`src/rtl/uart_rx_fifo.sv`:
```
// uart_rx_fifo: 8N1 UART receiver with glitch-filtered start detection,
// feeding a byte FIFO that the bus side drains with a valid/ready pop.
// The receiver and the FIFO run on a single clock domain with an
// asynchronous active-low reset.
// Framing, parity and overrun problems are kept as sticky flags until
// clr_err is pulsed.
//
// Optional feature macro: UART_RX_PARITY_EN
//   defined   -> 8E1 frames, PARITY state present, parity_err live
//   undefined -> 8N1 frames, no parity logic, parity_err tied to 0
`timescale 1ns/1ps

module uart_rx_fifo #(
    parameter int CLK_FREQ   = 100000000,
    parameter int BAUD       = 115200,
    parameter int FIFO_DEPTH = 16
) (
    input  logic                          clk,
    input  logic                          rstn,
    input  logic                          rx,
    output logic [7:0]                    rdata,
    output logic                          rvalid,
    input  logic                          rready,
    output logic [$clog2(FIFO_DEPTH):0]   count,
    output logic                          frame_err,
    output logic                          parity_err,
    output logic                          overrun,
    input  logic                          clr_err
);

    // ------------------------------------------------------------------
    // Derived constants
    // ------------------------------------------------------------------
    localparam int CLKS_PER_BIT = CLK_FREQ / BAUD;
    localparam int HALF_BIT     = CLKS_PER_BIT / 2;
    localparam int CW           = $clog2(CLKS_PER_BIT);
    localparam int AW           = $clog2(FIFO_DEPTH);

    // Counter reload values: a full bit period, and the half period that
    // moves the first sample into the middle of the start bit.
    localparam logic [CW-1:0] C_FULL_BIT = CW'(CLKS_PER_BIT - 1);
    localparam logic [CW-1:0] C_HALF_BIT = CW'(HALF_BIT - 1);
    localparam logic [AW:0]   C_DEPTH    = (AW + 1)'(FIFO_DEPTH);

    // ------------------------------------------------------------------
    // Receiver state encoding
    // ------------------------------------------------------------------
    typedef enum logic [2:0] {
        S_IDLE   = 3'd0,
        S_START  = 3'd1,
        S_DATA   = 3'd2,
`ifdef UART_RX_PARITY_EN
        S_PARITY = 3'd3,
`endif
        S_STOP   = 3'd4,
        S_BREAK  = 3'd5
    } state_t;

    // ------------------------------------------------------------------
    // Declarations
    // ------------------------------------------------------------------
    // Synchronizer and edge detection
    logic          r_rx_meta;
    logic          r_rx_s;
    logic [1:0]    r_sync_fill;
    logic          r_rx_prev;
    logic          w_fall;

    // Receiver
    state_t        r_state;
    logic [CW-1:0] r_cnt;
    logic [2:0]    r_bit_idx;
    logic [7:0]    r_shift;
    logic          r_push;
    logic [7:0]    r_push_data;
    logic          r_frame_err;
`ifdef UART_RX_PARITY_EN
    logic          r_parity_err;
`endif

    // FIFO
    logic [7:0]    r_mem [FIFO_DEPTH];
    logic [AW-1:0] r_wr_ptr;
    logic [AW-1:0] r_rd_ptr;
    logic [AW:0]   r_count;
    logic          r_overrun;
    logic          w_empty;
    logic          w_full;
    logic          w_pop;
    logic          w_wr_en;
    logic          w_drop;

    // ------------------------------------------------------------------
    // Two-flop synchronizer on rx, plus a fill marker so that the reset
    // value of the synchronizer (idle high) is never mistaken for a real
    // line level. A line that is low when reset releases therefore has to
    // go high and fall again before a start bit is recognised.
    // ------------------------------------------------------------------
    always_ff @(posedge clk or negedge rstn) begin
        if (!rstn) begin
            r_rx_meta   <= 1'b1;
            r_rx_s      <= 1'b1;
            r_sync_fill <= 2'b00;
            r_rx_prev   <= 1'b0;
        end else begin
            r_rx_meta   <= rx;
            r_rx_s      <= r_rx_meta;
            r_sync_fill <= {r_sync_fill[0], 1'b1};
            r_rx_prev   <= r_sync_fill[1] & r_rx_s;
        end
    end

    // A start candidate is a genuine 1->0 transition of the synced line.
    assign w_fall = r_rx_prev & ~r_rx_s;

    // ------------------------------------------------------------------
    // Receiver FSM: finds the start bit, samples each bit in its middle,
    // checks parity (optional) and the stop bit, and hands a good byte to
    // the FIFO one cycle after the stop sample.
    // ------------------------------------------------------------------
    always_ff @(posedge clk or negedge rstn) begin
        if (!rstn) begin
            r_state      <= S_IDLE;
            r_cnt        <= '0;
            r_bit_idx    <= '0;
            r_shift      <= '0;
            r_push       <= 1'b0;
            r_push_data  <= '0;
            r_frame_err  <= 1'b0;
`ifdef UART_RX_PARITY_EN
            r_parity_err <= 1'b0;
`endif
        end else begin
            r_push <= 1'b0;

            // Clear first; a set later in this block wins if both happen
            // in the same cycle.
            if (clr_err) begin
                r_frame_err  <= 1'b0;
`ifdef UART_RX_PARITY_EN
                r_parity_err <= 1'b0;
`endif
            end

            case (r_state)
                S_IDLE: begin
                    if (w_fall) begin
                        r_cnt   <= C_HALF_BIT;
                        r_state <= S_START;
                    end
                end

                S_START: begin
                    if (r_cnt == '0) begin
                        if (!r_rx_s) begin
                            r_cnt     <= C_FULL_BIT;
                            r_bit_idx <= '0;
                            r_state   <= S_DATA;
                        end else begin
                            // Low pulse shorter than half a bit: ignore it.
                            r_state <= S_IDLE;
                        end
                    end else begin
                        r_cnt <= r_cnt - 1'b1;
                    end
                end

                S_DATA: begin
                    if (r_cnt == '0) begin
                        r_shift <= {r_rx_s, r_shift[7:1]};
                        r_cnt   <= C_FULL_BIT;
                        if (r_bit_idx == 3'd7) begin
`ifdef UART_RX_PARITY_EN
                            r_state <= S_PARITY;
`else
                            r_state <= S_STOP;
`endif
                        end else begin
                            r_bit_idx <= r_bit_idx + 3'd1;
                        end
                    end else begin
                        r_cnt <= r_cnt - 1'b1;
                    end
                end

`ifdef UART_RX_PARITY_EN
                S_PARITY: begin
                    if (r_cnt == '0) begin
                        // Even parity: data bits plus parity bit hold an
                        // even number of ones. The byte is kept either way.
                        if (r_rx_s != (^r_shift)) begin
                            r_parity_err <= 1'b1;
                        end
                        r_cnt   <= C_FULL_BIT;
                        r_state <= S_STOP;
                    end else begin
                        r_cnt <= r_cnt - 1'b1;
                    end
                end
`endif

                S_STOP: begin
                    if (r_cnt == '0) begin
                        if (r_rx_s) begin
                            r_push      <= 1'b1;
                            r_push_data <= r_shift;
                            r_state     <= S_IDLE;
                        end else begin
                            // Missing stop bit: drop the byte and wait for
                            // the line to recover before hunting again.
                            r_frame_err <= 1'b1;
                            r_state     <= S_BREAK;
                        end
                    end else begin
                        r_cnt <= r_cnt - 1'b1;
                    end
                end

                S_BREAK: begin
                    if (r_rx_s) begin
                        r_state <= S_IDLE;
                    end
                end

                default: begin
                    r_state <= S_IDLE;
                end
            endcase
        end
    end

    // ------------------------------------------------------------------
    // FIFO control
    // ------------------------------------------------------------------
    assign w_empty = (r_count == '0);
    assign w_full  = (r_count == C_DEPTH);
    assign w_pop   = rready & ~w_empty;
    // When full, a push is still accepted if the head leaves in the same
    // cycle: the write lands in the slot being freed.
    assign w_wr_en = r_push & (~w_full | w_pop);
    assign w_drop  = r_push & w_full & ~w_pop;

    // Storage array, written without reset so it maps onto RAM.
    always_ff @(posedge clk) begin
        if (w_wr_en) begin
            r_mem[r_wr_ptr] <= r_push_data;
        end
    end

    // Pointers, occupancy and the sticky overrun flag.
    always_ff @(posedge clk or negedge rstn) begin
        if (!rstn) begin
            r_wr_ptr  <= '0;
            r_rd_ptr  <= '0;
            r_count   <= '0;
            r_overrun <= 1'b0;
        end else begin
            if (w_wr_en) begin
                r_wr_ptr <= r_wr_ptr + 1'b1;
            end
            if (w_pop) begin
                r_rd_ptr <= r_rd_ptr + 1'b1;
            end

            case ({w_wr_en, w_pop})
                2'b10:   r_count <= r_count + 1'b1;
                2'b01:   r_count <= r_count - 1'b1;
                default: r_count <= r_count;
            endcase

            if (clr_err) begin
                r_overrun <= 1'b0;
            end
            if (w_drop) begin
                r_overrun <= 1'b1;
            end
        end
    end

    // ------------------------------------------------------------------
    // Outputs
    // ------------------------------------------------------------------
    // Head byte is read combinationally and forced to 0 while empty so the
    // bus never sees stale RAM contents.
    assign rdata     = w_empty ? 8'h00 : r_mem[r_rd_ptr];
    assign rvalid    = ~w_empty;
    assign count     = r_count;
    assign frame_err = r_frame_err;
    assign overrun   = r_overrun;
`ifdef UART_RX_PARITY_EN
    assign parity_err = r_parity_err;
`else
    assign parity_err = 1'b0;
`endif

endmodule

```
`config.mk`:
```
export PLATFORM = sky130hd
export DESIGN_NAME = uart_rx_fifo
export DESIGN_NICKNAME = d
export VERILOG_FILES = /design/src/rtl/uart_rx_fifo.sv
export SDC_FILE = /design/constraint.sdc
export NUM_CORES = 1
export LEC_CHECK = 0
export ABC_AREA = 1
export CORE_AREA = 8 8 134 136
export DETAILED_ROUTE_END_ITERATION = 7
export DIE_AREA = 0 0 142 144
export PLACE_DENSITY = 0.77
export SKIP_CTS_REPAIR_TIMING = 1
export SYNTH_ARGS = -nofsm -noshare
export SYNTH_HDL_FRONTEND = slang
export SYNTH_SLANG_ARGS = --single-unit
```
`constraint.sdc`:
```
create_clock -name clk -period 1.8 [get_ports clk]
set_clock_uncertainty 0.05 [all_clocks]
set_input_delay 0.18 -clock clk [delete_from_list [all_inputs] [get_ports clk]]
set_output_delay 0.18 -clock clk [all_outputs]
set_load 0.02 [all_outputs]
```
==> Yosys cells after proc, flatten, opt, wreduce, memory -nomap -nowiden <==
Memory sizes are Yosys's and may differ from the RTL's.
Cells that the tools add are included.
{ "totals": {"register_bits": 53, "ramBits": 128, "inputBits": 5, "output_inout_bits": 17, "wordCells": 96, "memories": 1} }
{ "mem_list": {"columns": ["memory", "depth", "word_bits", "read_ports", "rd_ports_with_merged_regs", "write_ports", "line_no", "rtl"], "rows": [
  ["r_mem", 16, 8, 1, 0, 1, "82", "logic [7:0] r_mem [FIFO_DEPTH];"]
]} }
{ "classes": {"add_sub_neg": 6, "n_eq_ne": 18, "muxes": 33, "bitwise_logic": 11, "reduce_logical": 12} }
{ "op_table": {"columns": ["op", "count"], "rows": [
  ["two-way mux 10 bit", 5],
  ["one-hot mux 10 bit (4 select lines)", 1],
  ["two-way mux 3 bit", 11],
  ["inequality test 2 bit (second input constant)", 9],
  ["one-hot mux 3 bit (5 select lines)", 1],
  ["two-way mux 1 bit", 11],
  ["zero test 10 bit", 1],
  ["one-hot mux 5 bit (2 select lines)", 1],
  ["subtractor 10 x 1 -> 10 bit (second input constant)", 1],
  ["equality test 3 bit (second input constant)", 3],
  ["adder 4 x 1 -> 4 bit (second input constant)", 2],
  ["two-way mux 8 bit", 1],
  ["bitwise AND 1 bit", 6],
  ["one-hot mux 3 bit (2 select lines)", 1],
  ["AND reduction 6 bit", 1],
  ["nonzero test 2 bit", 3],
  ["adder 5 x 1 -> 5 bit (second input constant)", 1],
  ["equality test 5 bit (second input constant)", 1],
  ["zero test 5 bit", 1],
  ["AND reduction 5 bit", 1],
  ["subtractor 5 x 1 -> 5 bit (second input constant)", 1],
  ["NOT 1 bit", 4],
  ["AND reduction 4 bit", 1],
  ["nonzero test 4 bit", 1],
  ["other kinds (11)", 11]
]} }

==> Longest topological paths before layout <==
Gate-level depths: netlist of run 1.
{ "logic_depth": {"depth_word": 7, "depth_mapped": 15, "depth_no_buf": 15} }

==> Worst setup path before layout of run 1 <==
OpenSTA, ideal clock, no wires.
{ "synth_timing": {"path_kind": "reg2reg", "startpoint": "register r_count[0], in the netlist count[0]", "endpoint": "register r_count[4], in the netlist count[4]", "setup_time_ns": 0.117, "t_arrival_ns": 1.855, "required_time_ns": 1.633, "path_slack_ns": -0.222, "stages_incl_launch_ff": 12, "n_path_buf": 0, "period_less_slack_ns": 2.022, "cell_sequence": "dfrtp_1 -> nor2_1 -> nand3_2 -> nand3_1 -> inv_1 -> ha_1 -> inv_1 -> nor2_1 -> nor2_1 -> nand3_1 -> nand3_1 -> nand2_1"} }
{ "synth_via": {"elab_chain_len": 7, "word_cells_on_any_way": 13, "cone_classes": "add/sub (2); eq/ne (3); mux (1); bitwise (5); reduce/logical (2)"} }
{ "synth_rtl": {"columns": ["element", "line_no", "rtl"], "rows": [
  ["start, declared", "85", "logic [AW:0] r_count;"],
  ["start signal, assigned", "266", "2'b10: r_count <= r_count + 1'b1;"],
  ["start signal, assigned", "267", "2'b01: r_count <= r_count - 1'b1;"],
  ["start signal, assigned", "268", "default: r_count <= r_count;"],
  ["zero test 5 bit *", "235", "assign w_empty = (r_count == '0);"],
  ["NOT 1 bit *", null, null],
  ["named net rvalid", "22", "output logic rvalid,"],
  ["bitwise AND 1 bit *", "237", "assign w_pop = rready & ~w_empty;"],
  ["OR 1 bit", "240", "assign w_wr_en = r_push & (~w_full | w_pop);"],
  ["bitwise AND 1 bit", "240", null],
  ["equality test 2 x 1 -> 1 bit / equality test 2 bit (equally long branches)", "265", "case ({w_wr_en, w_pop})"],
  ["one-hot mux 5 bit (2 select lines) / nonzero test 2 bit (equally long branches)", null, null]
]} }
Mark *: on every way through the listed nets, which the timed path passes. The rest lies on a longest branch.
A chain may end at the register's enable or synchronous reset.

==> Worst setup path after layout of run 1 <==
{ "layout_timing": {"startpoint": "register r_rd_ptr[0]", "endpoint": "output rdata[4]"} }
{ "layout_via": {"elab_chain_len": 2} }
{ "layout_rtl": {"columns": ["element", "line_no", "rtl"], "rows": [
  ["start, declared", "84", "logic [AW-1:0] r_rd_ptr;"],
  ["start signal, assigned", "262", "r_rd_ptr <= r_rd_ptr + 1'b1;"],
  ["memory read (16 x 8 bit)", null, null],
  ["two-way mux 8 bit", "285", "assign rdata = w_empty ? 8'h00 : r_mem[r_rd_ptr];"],
  ["end, declared", "21", "output logic [7:0] rdata,"]
]} }
Every way passes these cells.

==> flow_summary_export.csv, run 1 <==
group,metric,value,unit
run_status,status,"complete, but fails checks",
run_status,violations,"setup timing",
worst_setup_path,startpoint_type,"flop",
clock_tree,htree_levels,4,
die,die_w,142,um
sta,setup_viol,9,
drt,first_iter_violations,586,
drt,vias_per_cell,5.760,
worst_setup_path,required,1570,ps
grt,antenna_found_initial,0,
place,dpl.hpwl,11980,um
power,vdd_drop_max,0.0009475,V
drt,drc,0,
drt,routed_wl,19080,um
flow_run,drv_cap,0,
clock_tree,clk_latency,420,ps
worst_setup_path,critPathKind,"reg -> out",
worst_setup_path,worstPathArrival,2050,ps
worst_setup_path,critPathMaxFanout,14,
synth,synth_top_family_by_area,"simple AND/OR/NAND/NOR gates",
grt,grt_max_degree,33,
die,core,0.01605,mm^2
worst_setup_path,worstSetupEndpointType,"primary output",
grt,grt_overflow,0,
synth,synth.yosys.seq_area_share,66.54,%
synth,syn_area_per_cell,11.57,um^2
hold_path,worstHoldStart,"rx",
synth,synth_top_area_share,49.44,%
synth,synth_cell_types,45,
synth,syn-cell-area,0.007774,mm^2
sta,fin_ws,-484.6,ps
sta,slew_headroom,49.83,%
sta,post-route-min-period,2285,ps
synth,postSynthCellCount,672,
clock_tree,clockBufferDepth,2,
worst_setup_path,worstRegToRegCells,12,
cells_and_area,layout-drive-gt1-share,27.54,%
sta,rsz0062_at_grt,"true",
die,die_y,144,um
die,placement_rows,47,
synth,yosys-top-cells-area,"edfxtp_1 49%, dfrtp_1 16%, o21ai_0 5.9%, nor2_1 4.9%, nand2_1 3.2%",
cells_and_area,nets,780,
drt,vias,5743,
hold_path,min_delay_path_depth,1,
synth,synth.area.mux_share,0,%
synth,synth_fa_ha_area_share,1.770,%
synth,synth-compound-area-share,12.09,%
synth,synthTopCellsByCount,"128 x edfxtp_1, 102 x nor2_1, 91 x o21ai_0",
place,port_buffers,20,
place,dp_slack,-568.6,ps
synth,synth-seq-cells,181,
drt,wl_per_cell,19.14,um
cells_and_area,antenna_cells,0,
drt,drt_pass1_iterations,6,
sta,slew_violations,0,
place,place_congestion,0.9699,
place,placed_area,0.008698,mm^2
clock_tree,clk_pin_slew,70,ps
synth,synth_edf_count,128,
sta,holdWs,131.2,ps
grt,grt_pass1_vias,5616,
synth,yosysTopAreaCell,"edfxtp_1",
sta,post-route-period-util,126.9,%
clock_tree,cts_root_buffer,"clkbuf_16",
power,power.total,15.05,mW
clock_tree,cts_tree,"built",
grt,grt_pass1_wl,28900,um
worst_setup_path,timing.rr.start,"count[0]",
power,leakage,3.943,nW
worst_setup_path,startpoint,"r_rd_ptr[0]",
clock_tree,clock_sinks,181,
die,ios,22,
drt,postRouteAntennaNets,0,
cells_and_area,stdcell_count,997,
synth,syn_nets,688,
power,power_density,1544,mW/mm^2
cells_and_area,areaGrowthSynthToFinish,25.38,%
hold_path,hold_class,"in -> reg",
synth,synth_xor_xnor_area_share,1.127,%
clock_tree,cts_made_buffers,17,
synth,async_flop_share,29.28,%
synth,synth_most_common_cell,"edfxtp_1",
cells_and_area,final_area,0.009747,mm^2
sta,finalSetupTns,-3627,ps
synth,ys.warnings.count,0,
sta,max_freq,0.4377,GHz
sta,worst_slew_pin_slew,752.6,ps
die,initial_core_util,48.42,%
grt,grt.total_usage,18.18,%
die,die_area,0.02045,mm^2
sta,hold_violations,0,
synth,synth_ff_type,"edfxtp_1",
cells_and_area,finish.utilization,60.71,%
synth,synthSimpleGateAreaFrac,13.87,%
place,dpl.cell_count,948,
-- routing by layer --
layer,track usage (%),wire [um],vias to the layer above
li1,-,-,2577
met2,31.24,9554,295
met4,5.992,582,0
met1,22.19,7534,2822
met5,0,0,-
met3,4.292,1412,49
-- critical path, cell delays in order, from the launching register on --
cell and delay [ps]:
dfrtp_2 470, buf_4 170, clkbuf_16 160, o21ai_0 130, o221ai_1 250, nand3_1 120
a21oi_2 190, buf_6 140
-- registers in the layout, summed over array words and instances, names as in the netlist --
name         flops
r_push_data      8
r_bit_idx        3
r_mem          128
frame_err        1
r_cnt           10
r_push           1
r_state          3
r_sync_fill      2
overrun          1
count            5
r_rx_prev        1
r_wr_ptr         4
r_shift          8
r_rx_s           1
r_rx_meta        1
r_rd_ptr         4
-- cells by family after synthesis --
logic type | Yosys count
compound gates | 155
xor+xnor | 10
fa+ha+maj | 11
buf+inv | 82
flops | 181
other cells | 2
simple gates | 231
-- where the power goes --
| group | total [mW] | switching (mW) | internal [mW] |
|---|---|---|---|
| logic | 6.54 | 3.78 | 2.77 |
| clock network | 3.66 | 1.60 | 2.06 |
| registers | 4.85 | 0.225 | 4.63 |
-- path summary, 6_finish.rpt --
check	slack (ps)	endpoint
max reg2reg	-70	count[4]
min	130	r_rx_meta
min in group asynchronous	290	r_cnt[0]
min reg2reg	300	r_sync_fill[1]
max	-480	rdata[4]
max in group asynchronous	770	r_rd_ptr[0]
-- layout by cell type (no fill, tap or decap), types with 9 or more instances in the layout --
cell       instances
buf_12            13
buf_4             61
buf_6             12
clkbuf_16         19
dfrtp_1           49
edfxtp_1         128
ha_1               9
inv_1             40
inv_2             11
nand2_1           55
nand2_2           14
nand3_1           23
nor2_1            91
nor2_2            12
nor2_4            10
o21ai_0           83
o21ai_1           13
o21ai_2            9
o221ai_1          19
o221ai_2           9
xor2_1             9
-- layout make-up --
| type | instances | area (um^2) |
|---|---|---|
| clock inverter | 14 | 150.1 |
| timing repair buffer | 100 | 1028 |
| tap | 220 | 275.3 |
| inverter | 54 | 207.7 |
| fill | 1211 | 6307 |
| sequential | 181 | 5175 |
| multi-input combinational | 410 | 2481 |
| clock buffer | 18 | 429.2 |
(Power assumes the default switching activity.)
==> run 2: changes to the inputs <==
--- a/config.mk
+++ b/config.mk
@@ -6,9 +6,9 @@
 export NUM_CORES = 1
 export LEC_CHECK = 0
 export ABC_AREA = 1
-export CORE_AREA = 8 8 134 136
+export CORE_AREA = 8 8 123 148
 export DETAILED_ROUTE_END_ITERATION = 7
-export DIE_AREA = 0 0 142 144
+export DIE_AREA = 0 0 131 156
 export PLACE_DENSITY = 0.77
 export SKIP_CTS_REPAIR_TIMING = 1
 export SYNTH_ARGS = -nofsm -noshare
==> run 2 against run 1 <==
Compared with the run above:
- the run still ends with setup timing left
- via count increased by 3.0%
- sequential share of layout area fell by 2.7 points
- clock-buffer cell count unchanged
- worst hold slack got worse by 33 ps
- cell count grew 1.0%
==> flow_summary_export.csv, run 2 (synthesis results as in run 1) <==
group,metric,value,unit
run_status,status,"complete, but fails checks",
run_status,violations,"setup timing",
grt,grt_pass1_vias,5520,
drt,wl_per_cell,20.62,um
clock_tree,clock_sinks,181,
power,power_density,1588,mW/mm^2
grt,grt_overflow,0,
worst_setup_path,cp.buffers_inverters,4,
cells_and_area,layout-drive-gt1-share,32.58,%
cells_and_area,stdcell_count,1007,
cells_and_area,antenna_cells,0,
sta,fin_ws,-598.6,ps
cells_and_area,final_common_cell,"edfxtp_1",
worst_setup_path,worstSetupEndpointType,"primary output",
worst_setup_path,rrSetupSlack,-20,ps
sta,holdWs,98.31,ps
clock_tree,clk_pin_slew,70,ps
drt,vias_per_cell,5.874,
hold_path,hold_class,"in -> reg",
worst_setup_path,startpoint_type,"flop",
cells_and_area,largest_reg_flops,128,
worst_setup_path,worst_path_most_repeated_cell,"buf_12",
sta,max_freq,0.4169,GHz
drt,drc,0,
clock_tree,cts_tree,"built",
grt,grt_pass1_wl,27920,um
sta,slew_headroom,51.95,%
cells_and_area,top_register,"r_mem",
cells_and_area,seq_area,0.005176,mm^2
drt,routed_wl,20760,um
die,initial_core_util,48.93,%
power,leakage,4.155,nW
clock_tree,htree_levels,4,
drt,drt_pass1_iterations,6,
clock_tree,clk_latency,440,ps
place,dp_slack,-545.0,ps
place,port_buffers,20,
die,ios,22,
clock_tree,clockBufferDepth,2,
power,vdd_drop_max,0.0009551,V
die,die_y,156,um
worst_setup_path,crit_chain,"buf_8 > buf_12 > buf_12 > o21ai_1 > o221ai_1 > nand3_1 > a21oi_2 > buf_6",
grt,grt_max_degree,27,
die,die_area,0.02044,mm^2
worst_setup_path,cp_slowest_cell,"dfrtp_2",
clock_tree,cts_made_buffers,17,
worst_setup_path,crit_family,"buffers and inverters",
sta,finalSetupTns,-4084,ps
sta,worst_slew_pin_slew,720.8,ps
sta,rsz0062_at_grt,"true",
sta,post-route-period-util,133.3,%
die,die_w,131,um
worst_setup_path,critPathKind,"reg -> out",
sta,setup_viol,9,
grt,grt.total_usage,18.14,%
cells_and_area,layout_common_cells,"128 x edfxtp_1, 88 x nor2_1, 65 x o21ai_0",
die,placement_rows,51,
worst_setup_path,worstPathArrival,2170,ps
place,place_congestion,0.9128,
worst_setup_path,required,1570,ps
sta,post-route-min-period,2399,ps
die,core,0.01589,mm^2
worst_setup_path,critPathMaxFanout,8,
place,dpl.hpwl,11900,um
drt,postRouteAntennaNets,0,
cells_and_area,multi_input_area,0.002608,mm^2
grt,antenna_found_initial,0,
worst_setup_path,critPathMaxStageDelay,410,ps
cells_and_area,areaGrowthSynthToFinish,32.25,%
flow_run,drv_cap,0,
cells_and_area,finish.utilization,64.71,%
cells_and_area,top_regs,"r_mem (128), r_cnt (10)",
drt,first_iter_violations,615,
cells_and_area,nets,798,
sta,slew_violations,0,
place,dpl.cell_count,935,
clock_tree,cts_root_buffer,"clkbuf_16",
cells_and_area,nFillCells,1085,
sta,hold_violations,0,
drt,vias,5915,
-- run 2: path summary, 6_finish.rpt --
path / startpoint / end / cells after the start
min in group asynchronous: rstn / r_cnt[3] / 2
hold / removal: rx / r_rx_meta / 1
hold reg to reg: r_sync_fill[0] / r_sync_fill[1] / 0
max in group asynchronous: rstn / r_rx_s / 3
setup reg to reg: count[3] / count[4] / 15
setup / recovery: r_rd_ptr[0] / rdata[7] / 8
-- run 2: routing by layer --
metal	GRT usage [%]	up-vias	routed length, um
met5	0	-	0
met3	4.172	87	1549
met2	30.53	365	10560
met1	20.25	2855	7392
li1	-	2608	-
met4	11.23	0	1257
-- run 2: through the flow --
step	cell area (um^2)	power, mW
floorplan	7807	8.161
global placement	8676	10.02
detailed placement	8676	10.20
CTS	9263	13.84
global route	10280	16.95
finish	10280	16.33
-- run 2: cell type report --
class | instances | area share, %
flip-flops and latches | 181 | 50.35
repair buffers | 118 | 13.82
clock buffers | 18 | 4.272
inverters | 54 | 2.178
multi-input cells | 410 | 25.36
well taps | 212 | 2.580
clock inverters | 14 | 1.436
-- run 2: worst register-to-register path, delay by kind of cell (launching register included) --
kind	cells	cell delay, ps
AND/OR/NAND/NOR	12	1020
adder cells (fa/ha/maj)	1	150
buffers and inverters	2	100
flip-flops	1	410
-- run 2: where the power goes --
group          internal [mW]  switching, mW  leakage [nW]
combinational           3.51           4.35          1.87
sequential              4.63          0.198          2.01
clock                   1.98           1.67         0.276
==> run 3: changes to the inputs <==
--- a/config.mk
+++ b/config.mk
@@ -6,10 +6,12 @@
 export NUM_CORES = 1
 export LEC_CHECK = 0
 export ABC_AREA = 1
-export CORE_AREA = 8 8 123 148
+export CELL_PAD_IN_SITES_DETAIL_PLACEMENT = 1
+export CELL_PAD_IN_SITES_GLOBAL_PLACEMENT = 1
+export CORE_AREA = 8 8 141 130
 export DETAILED_ROUTE_END_ITERATION = 7
-export DIE_AREA = 0 0 131 156
-export PLACE_DENSITY = 0.77
+export DIE_AREA = 0 0 149 138
+export PLACE_DENSITY = 0.86
 export SKIP_CTS_REPAIR_TIMING = 1
 export SYNTH_ARGS = -nofsm -noshare
 export SYNTH_HDL_FRONTEND = slang
==> constraint.sdc (replaced) <==
create_clock -name clk -period 2.67 [get_ports clk]
set_clock_uncertainty 0.05 [all_clocks]
set_input_delay 0.267 -clock clk [delete_from_list [all_inputs] [get_ports clk]]
set_output_delay 0.267 -clock clk [all_outputs]
set_load 0.02 [all_outputs]
==> run 3 against run 2 <==
Compared with the run above:
- the flow finishes with violations (hold timing)
- utilization is 8.5 points lower
- via count decreased by 7.9%
- worst hold slack lost 150 ps
- final area fell by 13%
- non-clock buffer count down 74
- sequential power decreased by 32%
- critical path type unchanged
==> flow_summary_export.csv, run 3 (synthesis results as in run 1) <==
group,metric,value,unit
grt,grt_overflow,0,
power,vdd_drop_max,0.0007324,V
drt,wl_per_cell,22.44,um
worst_setup_path,worstPathArrival,2200,ps
drt,first_iter_violations,422,
worst_setup_path,cp.buffers_inverters,3,
worst_setup_path,critPathMaxFanout,32,
sta,worst_slew_pin_slew,955.6,ps
cells_and_area,stdcell_count,927,
place,placed_area,0.008278,mm^2
die,ios,22,
worst_setup_path,crit_chain,"inv_2 > buf_12 > o21ai_0 > o22ai_1 > nor2_1 > nor2_1 > o21ai_0 > a21oi_1 > dlymetal6s2s_1",
grt,grt.total_usage,20.19,%
drt,vias,5448,
power,power_density,1035,mW/mm^2
cells_and_area,top_regs,"r_mem (128), r_cnt (10)",
clock_tree,cts_tree,"built",
die,die_y,138,um
die,core,0.01586,mm^2
grt,grt_pass1_wl,32430,um
drt,drt_pass1_iterations,5,
die,placement_rows,44,
grt,grt_max_degree,67,
worst_setup_path,critPathMaxStageDelay,430,ps
clock_tree,clock_sinks,181,
worst_setup_path,required,2350,ps
sta,setup_viol,0,
cells_and_area,layout-drive-gt1-share,14.03,%
clock_tree,clk_pin_slew,70,ps
worst_setup_path,cp_slowest_cell,"dfrtp_1",
sta,finalSetupTns,0,ps
cells_and_area,nets,723,
place,port_buffers,20,
die,initial_core_util,49.03,%
drt,routed_wl,20800,um
sta,holdWs,-51.26,ps
place,dpl.cell_count,894,
place,dpl.hpwl,13080,um
cells_and_area,final_common_cell,"edfxtp_1",
hold_path,hold_class,"in -> async",
drt,vias_per_cell,5.877,
sta,max_freq,0.3972,GHz
worst_setup_path,critPathKind,"reg -> out",
power,leakage,3.617,nW
sta,hold_violations,38,
die,die_area,0.02056,mm^2
cells_and_area,largest_reg_flops,128,
drt,drc,0,
sta,post-route-min-period,2518,ps
sta,slew_headroom,36.29,%
cells_and_area,antenna_cells,0,
cells_and_area,final_area,0.008917,mm^2
clock_tree,cts_root_buffer,"clkbuf_16",
die,die_w,149,um
run_status,violations,"hold timing",
flow_run,drv_cap,0,
grt,grt_pass1_vias,5890,
place,place_congestion,0.7995,
cells_and_area,top_register,"r_mem",
cells_and_area,finish.utilization,56.24,%
drt,postRouteAntennaNets,0,
worst_setup_path,worstSetupEndpointType,"primary output",
sta,rsz0062_at_grt,"false",
clock_tree,htree_levels,4,
worst_setup_path,startpoint_type,"flop",
clock_tree,clk_latency,420,ps
clock_tree,cts_made_buffers,17,
clock_tree,clockBufferDepth,2,
sta,post-route-period-util,94.29,%
cells_and_area,areaGrowthSynthToFinish,14.71,%
worst_setup_path,crit_family,"buffers and inverters",
cells_and_area,layout_common_cells,"128 x edfxtp_1, 102 x nor2_1, 91 x o21ai_0",
grt,antenna_found_initial,0,
sta,slew_violations,0,
cells_and_area,nFillCells,1665,
run_status,status,"complete, but fails checks",
-- run 3: cell count changes in the layout (fill, tap and decap cells not counted), sizes merged --
| cell | change |
|---|---|
| buf | -71 |
| clkbuf | -8 |
| clkdlybuf4s50 | +5 |
| clkinvlp | -3 |
| dlymetal6s2s | +3 |
| bufinv | +2 |
| clkinv | -1 |
| dlygate4sd3 | -1 |
| nand4 | -1 |
-- run 3: report_power, final --
part           switching [mW]  leakage [nW]  total (mW)  internal, mW
clock network            1.07         0.290        2.54          1.48
registers               0.164          2.01        3.28          3.11
logic                    2.26          1.32        3.40          1.15
total                    3.49          3.62        9.23          5.74
-- run 3: worst paths after layout --
| path | startpoint | endpoint | slack [ps] | cells after the start |
|---|---|---|---|---|
| worst min-delay path | rstn | r_state[0] | -50 | 1 |
| min in group clk | rx | r_rx_meta | 200 | 1 |
| worst max-delay path | r_rd_ptr[0] | rdata[6] | 150 | 9 |
| worst max register to register | count[0] | count[4] | 420 | 15 |
| worst min register to register | r_sync_fill[0] | r_sync_fill[1] | 310 | 0 |
| max in group asynchronous | rstn | r_push_data[0] | 1880 | 2 |
-- run 3: area by class of cell --
cell class	count	area (um^2)	share of cell area, %
Timing Repair Buffer	44	430.4	4.827
Tap cell	207	259.0	2.904
Sequential cell	181	5172	58.00
Clock inverter	12	155.1	1.740
Clock buffer	20	436.7	4.897
Multi-Input combinational cell	409	2257	25.31
Inverter	54	206.4	2.315
-- run 3: worst reg2reg max path: cells and delay by family, from the launching register on --
kind	cells	cell delay [ps]
and+or+nand+nor	12	1310
DFF	1	470
adders and majority gates	1	180
buffers and inverters	2	140
-- run 3: layer usage --
layer	GRT usage (%)	routed length, um	up-vias
li1	-	-	2442
met1	24.70	8606	2751
met2	33.44	10440	212
met3	5.155	1274	43
met4	7.966	484	0
met5	0	0	-
-- run 3: through the flow --
step	setup slack, ps	power [mW]
6_report	152.4	9.226
2_1_floorplan	647.7	5.479
3_3_place_gp	198.7	6.413
3_5_place_dp	156.3	6.612
4_1_cts	-387.9	9.225
5_1_grt	19.97	9.656
